### config.mk
export PLATFORM = sky130hd
export DESIGN_NAME = debug_dump_receiver_flat
export DESIGN_NICKNAME = d
export VERILOG_FILES = /design/src/rtl/debug_dump_receiver_if.sv /design/src/rtl/debug_dump_receiver.sv /design/src/flat_wrapper.sv
export SDC_FILE = /design/constraint.sdc
export NUM_CORES = 2
export LEC_CHECK = 0
export BUFFER_PORTS_ARGS = -buffer_cell sky130_fd_sc_hd__buf_2
export CAP_MARGIN = 40
export CORE_UTILIZATION = 30
export CTS_CLUSTER_DIAMETER = 120
export CTS_CLUSTER_SIZE = 12
export DETAILED_ROUTE_END_ITERATION = 8
export GPL_ROUTABILITY_DRIVEN = 0
export GPL_TIMING_DRIVEN = 0
export PLACE_DENSITY_LB_ADDON = 0.08
export SLEW_MARGIN = 20
export SYNTH_ARGS = -nofsm -noshare
export SYNTH_HDL_FRONTEND = slang
export SYNTH_SLANG_ARGS = --single-unit
### constraint.sdc
create_clock -name clock -period 5.3 [get_ports clock]
set_input_delay 0.795 -clock clock [delete_from_list [all_inputs] [get_ports clock]]
set_output_delay 0.795 -clock clock [all_outputs]
set_load 0.02 [all_outputs]
### src/rtl/debug_dump_receiver_if.sv
// UART FIFO bus between the debug dump receiver and its TX/RX FIFOs.
// master: receiver side (drives txData/txWrite/rxRead); slave: FIFO side.
interface debug_dump_receiver_if;
    logic       txFull;
    logic [7:0] txData;
    logic       txWrite;
    logic [7:0] rxData;
    logic       rxAvailable;
    logic       rxRead;

    modport master (
        input  txFull,
        output txData,
        output txWrite,
        input  rxData,
        input  rxAvailable,
        output rxRead
    );

    modport slave (
        output txFull,
        input  txData,
        input  txWrite,
        output rxData,
        output rxAvailable,
        input  rxRead
    );
endinterface

### src/rtl/debug_dump_receiver.sv
// Host-side UART debug receiver: sends 'c'/'s'/'n' commands, captures the
// fixed-length dump frame into a byte buffer with byte/word readback.
// Ports: clock, reset (sync, active-low), cmdCont/cmdStep/cmdNext pulses,
//   bus (TX/RX FIFO master), rdAddr -> rdByte/rdWord, busy, frameValid,
//   frameError pulses, byteCount.
// Option: define CHECKSUM_EN for a trailing XOR checksum byte per frame.
module debug_dump_receiver #(
    parameter int FRAME_LEN = 95,
    parameter int TIMEOUT   = 4096
) (
    input  logic                         clock,
    input  logic                         reset,
    input  logic                         cmdCont,
    input  logic                         cmdStep,
    input  logic                         cmdNext,
    debug_dump_receiver_if.master        bus,
    input  logic [6:0]                   rdAddr,
    output logic [7:0]                   rdByte,
    output logic [31:0]                  rdWord,
    output logic                         busy,
    output logic                         frameValid,
    output logic                         frameError,
    output logic [6:0]                   byteCount
);
    localparam int TW = $clog2(TIMEOUT + 1);
    localparam logic [TW-1:0] TMO_LAST = TW'(TIMEOUT - 1);
    localparam logic [6:0] FL7  = 7'(FRAME_LEN);
    localparam logic [6:0] LAST = 7'(FRAME_LEN - 1);
    localparam logic [7:0] FL8  = 8'(FRAME_LEN);
    localparam logic [7:0] CMD_C = 8'h63;
    localparam logic [7:0] CMD_S = 8'h73;
    localparam logic [7:0] CMD_N = 8'h6E;

    typedef enum logic [2:0] {
        IDLE,
        SEND_CMD,
        RECV,
        CHECK,
        DONE
    } state_t;

    state_t          state_q;
    logic [7:0]      txData_q;
    logic            txWrite_q;
    logic            frameValid_q;
    logic            frameError_q;
    logic [6:0]      byteCount_q;
    logic [TW-1:0]   tmo_q;
    logic [7:0]      frame_q [FRAME_LEN];
`ifdef CHECKSUM_EN
    logic [7:0]      csum_q;
`endif

    logic pop;
    logic wait_first;

    // Popping is gated by reset so a frame cut by reset loses no byte.
    assign pop = reset && (state_q == RECV) && bus.rxAvailable;

    // Continuous run: the target only dumps at program end, so no
    // timeout applies until the first byte shows up.
    assign wait_first = (txData_q == CMD_C) && (byteCount_q == 7'd0);

    assign bus.rxRead  = pop;
    assign bus.txData  = txData_q;
    assign bus.txWrite = txWrite_q;
    assign busy        = (state_q != IDLE);
    assign frameValid  = frameValid_q;
    assign frameError  = frameError_q;
    assign byteCount   = byteCount_q;

    always_ff @(posedge clock) begin
        if (!reset) begin
            state_q      <= IDLE;
            txData_q     <= 8'h00;
            txWrite_q    <= 1'b0;
            frameValid_q <= 1'b0;
            frameError_q <= 1'b0;
            byteCount_q  <= 7'd0;
            tmo_q        <= '0;
`ifdef CHECKSUM_EN
            csum_q       <= 8'h00;
`endif
        end else begin
            txWrite_q    <= 1'b0;
            frameValid_q <= 1'b0;
            frameError_q <= 1'b0;
            unique case (state_q)
                IDLE: begin
                    if (cmdCont || cmdStep || cmdNext) begin
                        txData_q <= cmdCont ? CMD_C :
                                    cmdStep ? CMD_S : CMD_N;
                        state_q  <= SEND_CMD;
                    end
                end
                SEND_CMD: begin
                    // One cycle to issue the write, next cycle to move on.
                    if (txWrite_q) begin
                        if (txData_q == CMD_S) begin
                            state_q <= IDLE;
                        end else begin
                            state_q     <= RECV;
                            byteCount_q <= 7'd0;
                            tmo_q       <= '0;
`ifdef CHECKSUM_EN
                            csum_q      <= 8'h00;
`endif
                        end
                    end else if (!bus.txFull) begin
                        txWrite_q <= 1'b1;
                    end
                end
                RECV: begin
                    if (pop) begin
                        tmo_q <= '0;
                        if (byteCount_q < FL7)
                            byteCount_q <= byteCount_q + 7'd1;
`ifdef CHECKSUM_EN
                        // Trailer folds into the XOR; a good frame ends at 0.
                        csum_q <= csum_q ^ bus.rxData;
                        if (byteCount_q == FL7)
                            state_q <= CHECK;
`else
                        if (byteCount_q == LAST)
                            state_q <= CHECK;
`endif
                    end else if (wait_first) begin
                        tmo_q <= '0;
                    end else if (tmo_q == TMO_LAST) begin
                        frameError_q <= 1'b1;
                        state_q      <= IDLE;
                    end else begin
                        tmo_q <= tmo_q + TW'(1);
                    end
                end
                CHECK: begin
`ifdef CHECKSUM_EN
                    if (csum_q != 8'h00) begin
                        frameError_q <= 1'b1;
                        state_q      <= IDLE;
                    end else begin
                        frameValid_q <= 1'b1;
                        state_q      <= DONE;
                    end
`else
                    frameValid_q <= 1'b1;
                    state_q      <= DONE;
`endif
                end
                DONE: begin
                    state_q <= IDLE;
                end
                default: begin
                    state_q <= IDLE;
                end
            endcase
        end
    end

    // Frame storage is never reset; trailer byte is not stored.
    always_ff @(posedge clock) begin
        if (pop && (byteCount_q < FL7))
            frame_q[byteCount_q] <= bus.rxData;
    end

    always_comb begin
        rdByte = 8'h00;
        if (rdAddr < FL7)
            rdByte = frame_q[rdAddr];
    end

    always_comb begin
        rdWord = 32'h0;
        for (int k = 0; k < 4; k++) begin
            if (({1'b0, rdAddr} + 8'(k)) < FL8)
                rdWord[8*k +: 8] = frame_q[rdAddr + 7'(k)];
        end
    end
endmodule
### src/flat_wrapper.sv
// flat-port wrapper written by rule: the top's interface ports become plain ports
module debug_dump_receiver_flat 
#(
    parameter int FRAME_LEN = 95,
    parameter int TIMEOUT   = 4096
)
  (clock, reset, cmdCont, cmdStep, cmdNext, rdAddr, rdByte, rdWord, busy, frameValid, frameError, byteCount, bus_txFull, bus_txData, bus_txWrite, bus_rxData, bus_rxAvailable, bus_rxRead);
  debug_dump_receiver_if bus_i ();
  input  logic clock;
  input  logic reset;
  input  logic cmdCont;
  input  logic cmdStep;
  input  logic cmdNext;
  input  logic [6:0] rdAddr;
  output logic [7:0] rdByte;
  output logic [31:0] rdWord;
  output logic busy;
  output logic frameValid;
  output logic frameError;
  output logic [6:0] byteCount;
  input wire logic [$bits(bus_i.txFull)-1:0] bus_txFull;
  output wire logic [$bits(bus_i.txData)-1:0] bus_txData;
  output wire logic [$bits(bus_i.txWrite)-1:0] bus_txWrite;
  input wire logic [$bits(bus_i.rxData)-1:0] bus_rxData;
  input wire logic [$bits(bus_i.rxAvailable)-1:0] bus_rxAvailable;
  output wire logic [$bits(bus_i.rxRead)-1:0] bus_rxRead;
  assign bus_i.txFull = bus_txFull;
  assign bus_txData = bus_i.txData;
  assign bus_txWrite = bus_i.txWrite;
  assign bus_i.rxData = bus_rxData;
  assign bus_i.rxAvailable = bus_rxAvailable;
  assign bus_rxRead = bus_i.rxRead;
  debug_dump_receiver #(.FRAME_LEN(FRAME_LEN), .TIMEOUT(TIMEOUT)) u_core (.clock(clock), .reset(reset), .cmdCont(cmdCont), .cmdStep(cmdStep), .cmdNext(cmdNext), .bus(bus_i), .rdAddr(rdAddr), .rdByte(rdByte), .rdWord(rdWord), .busy(busy), .frameValid(frameValid), .frameError(frameError), .byteCount(byteCount));
endmodule
==> qor.yml <==
outcome:
  status: "finished with violations"
  violations: "DRC, setup timing"
floorplanning:
  core_sq_um: 165000
  core.rowCount: 149
  fp.dieArea_sq_um: 169000
  ios: 82
  die_x_um: 411
  start_util_pct: 30.3
  chipHeight_um: 411
timing:
  timing.fmax_ghz: 0.181
  final-setup-viol-count: 37
  skew_ns: 0.0233
  finalCritPeriodShare_pct: 104
  worstMarginPinSlew_ns: 1.02
  slew_violations: 0
  setup_slack_ns: -0.217
  finalCriticalPeriod_ns: 5.52
  rsz0062_at_grt: "true"
  hold_violations: 0
  relSlewSlack_pct: 31.7
synthesis:
  synthDominantCellAreaShare_pct: 45.6
  synth_xor_xnor_area_share_pct: 0.764
  ys_warn_count: 0
  yosys.area_share.adder_pct: 0.250
  async_reset_ff_share_pct: 0
  ys_ff_latch: 790
  synth_top_family_by_area: "multiplexers"
  synth_cell_types: 74
  synthSimpleGateAreaFrac_pct: 6.01
  yosys.area.top_type: "edfxtp_1"
  netlist_instances: 3110
  syn_nets: 3142
  synth_compound_area_share_pct: 4.40
  muxShareOfSynthArea_pct: 38.7
  synth.most_common_cell: "mux4_2"
  seq_area_frac_synth_pct: 46.8
  ys_top_cells_by_count: "mux4_2 (794), edfxtp_1 (760), nand2_1 (298)"
  synthTopCellsByArea: "edfxtp_1 (46%), mux4_2 (36%), mux2i_1 (2.7%)"
  synth_ff_type: "edfxtp_1"
  syn_area_sq_um: 50100
  avgSynthCellArea_sq_um: 16.1
  synth-edff-count: 760
global_routing:
  grt_first_pass_wirelength_mm: 415
  antenna_found_initial: 23
  grt_usage_pct: 38.3
  grt_pass1_vias: 38578
  grt_max_degree: 61
  grt-ovfl-total: 0
clocking:
  cts-buffers-inserted: 76
  cts_root_buf: "clkbuf_16"
  clock_latency_ns: 0.73
  htreeDepth: 3
  cts.clk_slew.worst_paths_ns: 0.06
  cts.sinks: 790
  cts.path.max_buffers: 3
  cts_tree: "built"
final_layout:
  drive_gt1_share_pct: 48.5
  fin_cells: 5726
  fin_nets: 3527
  fill_cells: 15408
  multi_input_area_sq_um: 26600
  synthToLayoutAreaGrowth_pct: 22.3
  seqCellArea_sq_um: 23400
setup_path:
  crit_arrival_ns: 4.72
  rr_worst_depth: 8
  start_kind: "input port"
  reg2reg_from: "u_core.state_q[1]"
  worstSetupEndpointType: "output pin"
  required_ns: 4.51
  reg2reg_to: "u_core.frame_q[67][5]"
  path_class: "input port to output pin"
  critPathMaxFanout: 10
  r2r_slack_ns: 0.73
routing:
  post_drt_wl_per_cell_um: 57.2
  drc_errors: 14
  drt_first_pass_iters: 9
  drtIter0Drc: 9824
  vias: 42363
  postRouteAntennaNets: 0
  drt-total-wl_mm: 328
  vias_per_cell: 7.40
power_and_ir_drop:
  irDropWorstVdd_uv: 250
  power_density_nw_per_um2: 280
  power.leakage_uw: 0.0197
worst_hold_path:
  hold_start: "bus_txFull"
  hp-class: "input port to register"
  hold_path_end: "u_core.bus.txWrite"
  hold_depth: 2
place:
  place_ws_ns: -4.27
  io_buffers: 78
  dp_cells: 5512
  hpwl_mm: 244
run:
  drv_cap: 0
## cell usage in the layout (no fill, tap or decap), types with 13 or more instances in the layout
cell type and instances:
dfxtp_1 30, diode_2 19, nand2_1 290, mux4_2 794, buf_12 49, buf_4 201
o21ai_0 41, edfxtp_1 760, clkbuf_2 26, nor2_1 129, nand4_1 18, nand3_1 71
nor2_2 55, nor3_1 19, buf_16 37, clkbuf_16 87, clkbuf_4 15, buf_2 108
nor2b_1 25, mux2i_2 13, buf_8 27, a31oi_2 15, clkbuf_8 14, xnor2_1 22
buf_6 92, a211oi_1 25, a22oi_1 14, mux2i_1 112, a21oi_1 40, a31oi_1 23
clkbuf_1 36
## sequential cells by signal, summed over array words and instances (netlist names)
name,cells
u_core.tmo_q,13
u_core.state_q,3
u_core.byteCount,7
u_core.frameValid,1
u_core.bus.txData,4
u_core.bus.txWrite,1
u_core.frame_q,760
u_core.frameError,1
## worst max-delay path: stages
cell and delay, ns:
buf_6 0.13, buf_6 0.14, clkbuf_8 0.37, buf_8 0.34, buf_2 0.72, mux4_2 0.62, mux2i_1 0.31, o21ai_0 0.19
nor3_2 0.34, o32ai_1 0.15, buf_2 0.23, buf_4 0.14, buf_2 0.15
## report_power, final
group	total (uW)	leakage, uW	internal, uW	switching [uW]
clock network	5330	0.00102	2680	2650
logic	4950	0.0116	1720	3230
registers	6840	0.00707	6840	5.43
## logic make-up after synthesis
logic type	Yosys count
AOI/OAI and AO/OA	320
xor gates and xnor gates	42
adders and majority gates	10
buffers and inverters	313
DFF	790
muxes	942
other	1
and+or+nand+nor	692
## per-stage QoR
stage | power, uW | instance area [sq um] | hold WS, ns | setup TNS (ns) | utilization [%]
after CTS | 16700 | 60300 | 0.206 | -0.0385 | 36.5
after global routing | 17100 | 61200 | 0.251 | -0.0567 | 37.0
after floorplan | 8810 | 50100 | 0.427 | 0 | -
after global placement | 10800 | 53200 | 0.455 | -152.52 | 32.2
final | 17100 | 61200 | 0.241 | -4.09 | 37.0
after detailed placement | 10900 | 55300 | 0.437 | -108.97 | 33.4
## routing by layer
metal  share of wire (%)  track usage [%]  vias to the layer above
li1                    -                -                    14031
met1                  35             46.8                    22240
met2                  38             49.2                     4946
met3                  18             22.8                     1120
met4                 8.4             26.5                       26
met5                0.25             2.06                        -
## how the worst max path moves through the flow
stage / to / startpoint / cells past startpoint / slack, ns
final: rdWord[7] / rdAddr[0] / 13 / -0.22
after global routing: rdWord[5] / rdAddr[0] / 16 / -0.03
after CTS: rdWord[13] / rdAddr[1] / 19 / -0.04
after detailed placement: rdWord[27] / rdAddr[1] / 18 / -4.27
after global placement: rdWord[27] / rdAddr[0] / 18 / -5.69
after floorplan: rdWord[26] / rdAddr[1] / 15 / 0.08
## area by class of cell
type                            count  share of cell area, %
Antenna cell                       19                 0.0776
Buffer                            293                   4.88
Clock buffer                       94                   3.32
Clock inverter                      7                  0.104
Inverter                           15                  0.119
Multi-Input combinational cell   2007                   43.4
Sequential cell                   790                   38.2
Tap cell                         2189                   4.47
Timing Repair Buffer              312                   5.39
## repair_timing
action / 4_1_cts / 5_1_grt
gates resized for setup: 567 / 124
setup endpoints to repair: 40 / 38
pin swaps: 36 / 37
hold buffers: 0 / 0
gates cloned: 3 / 0
buffers inserted: 58 / 29
Power figures use the tool's default switching activity.
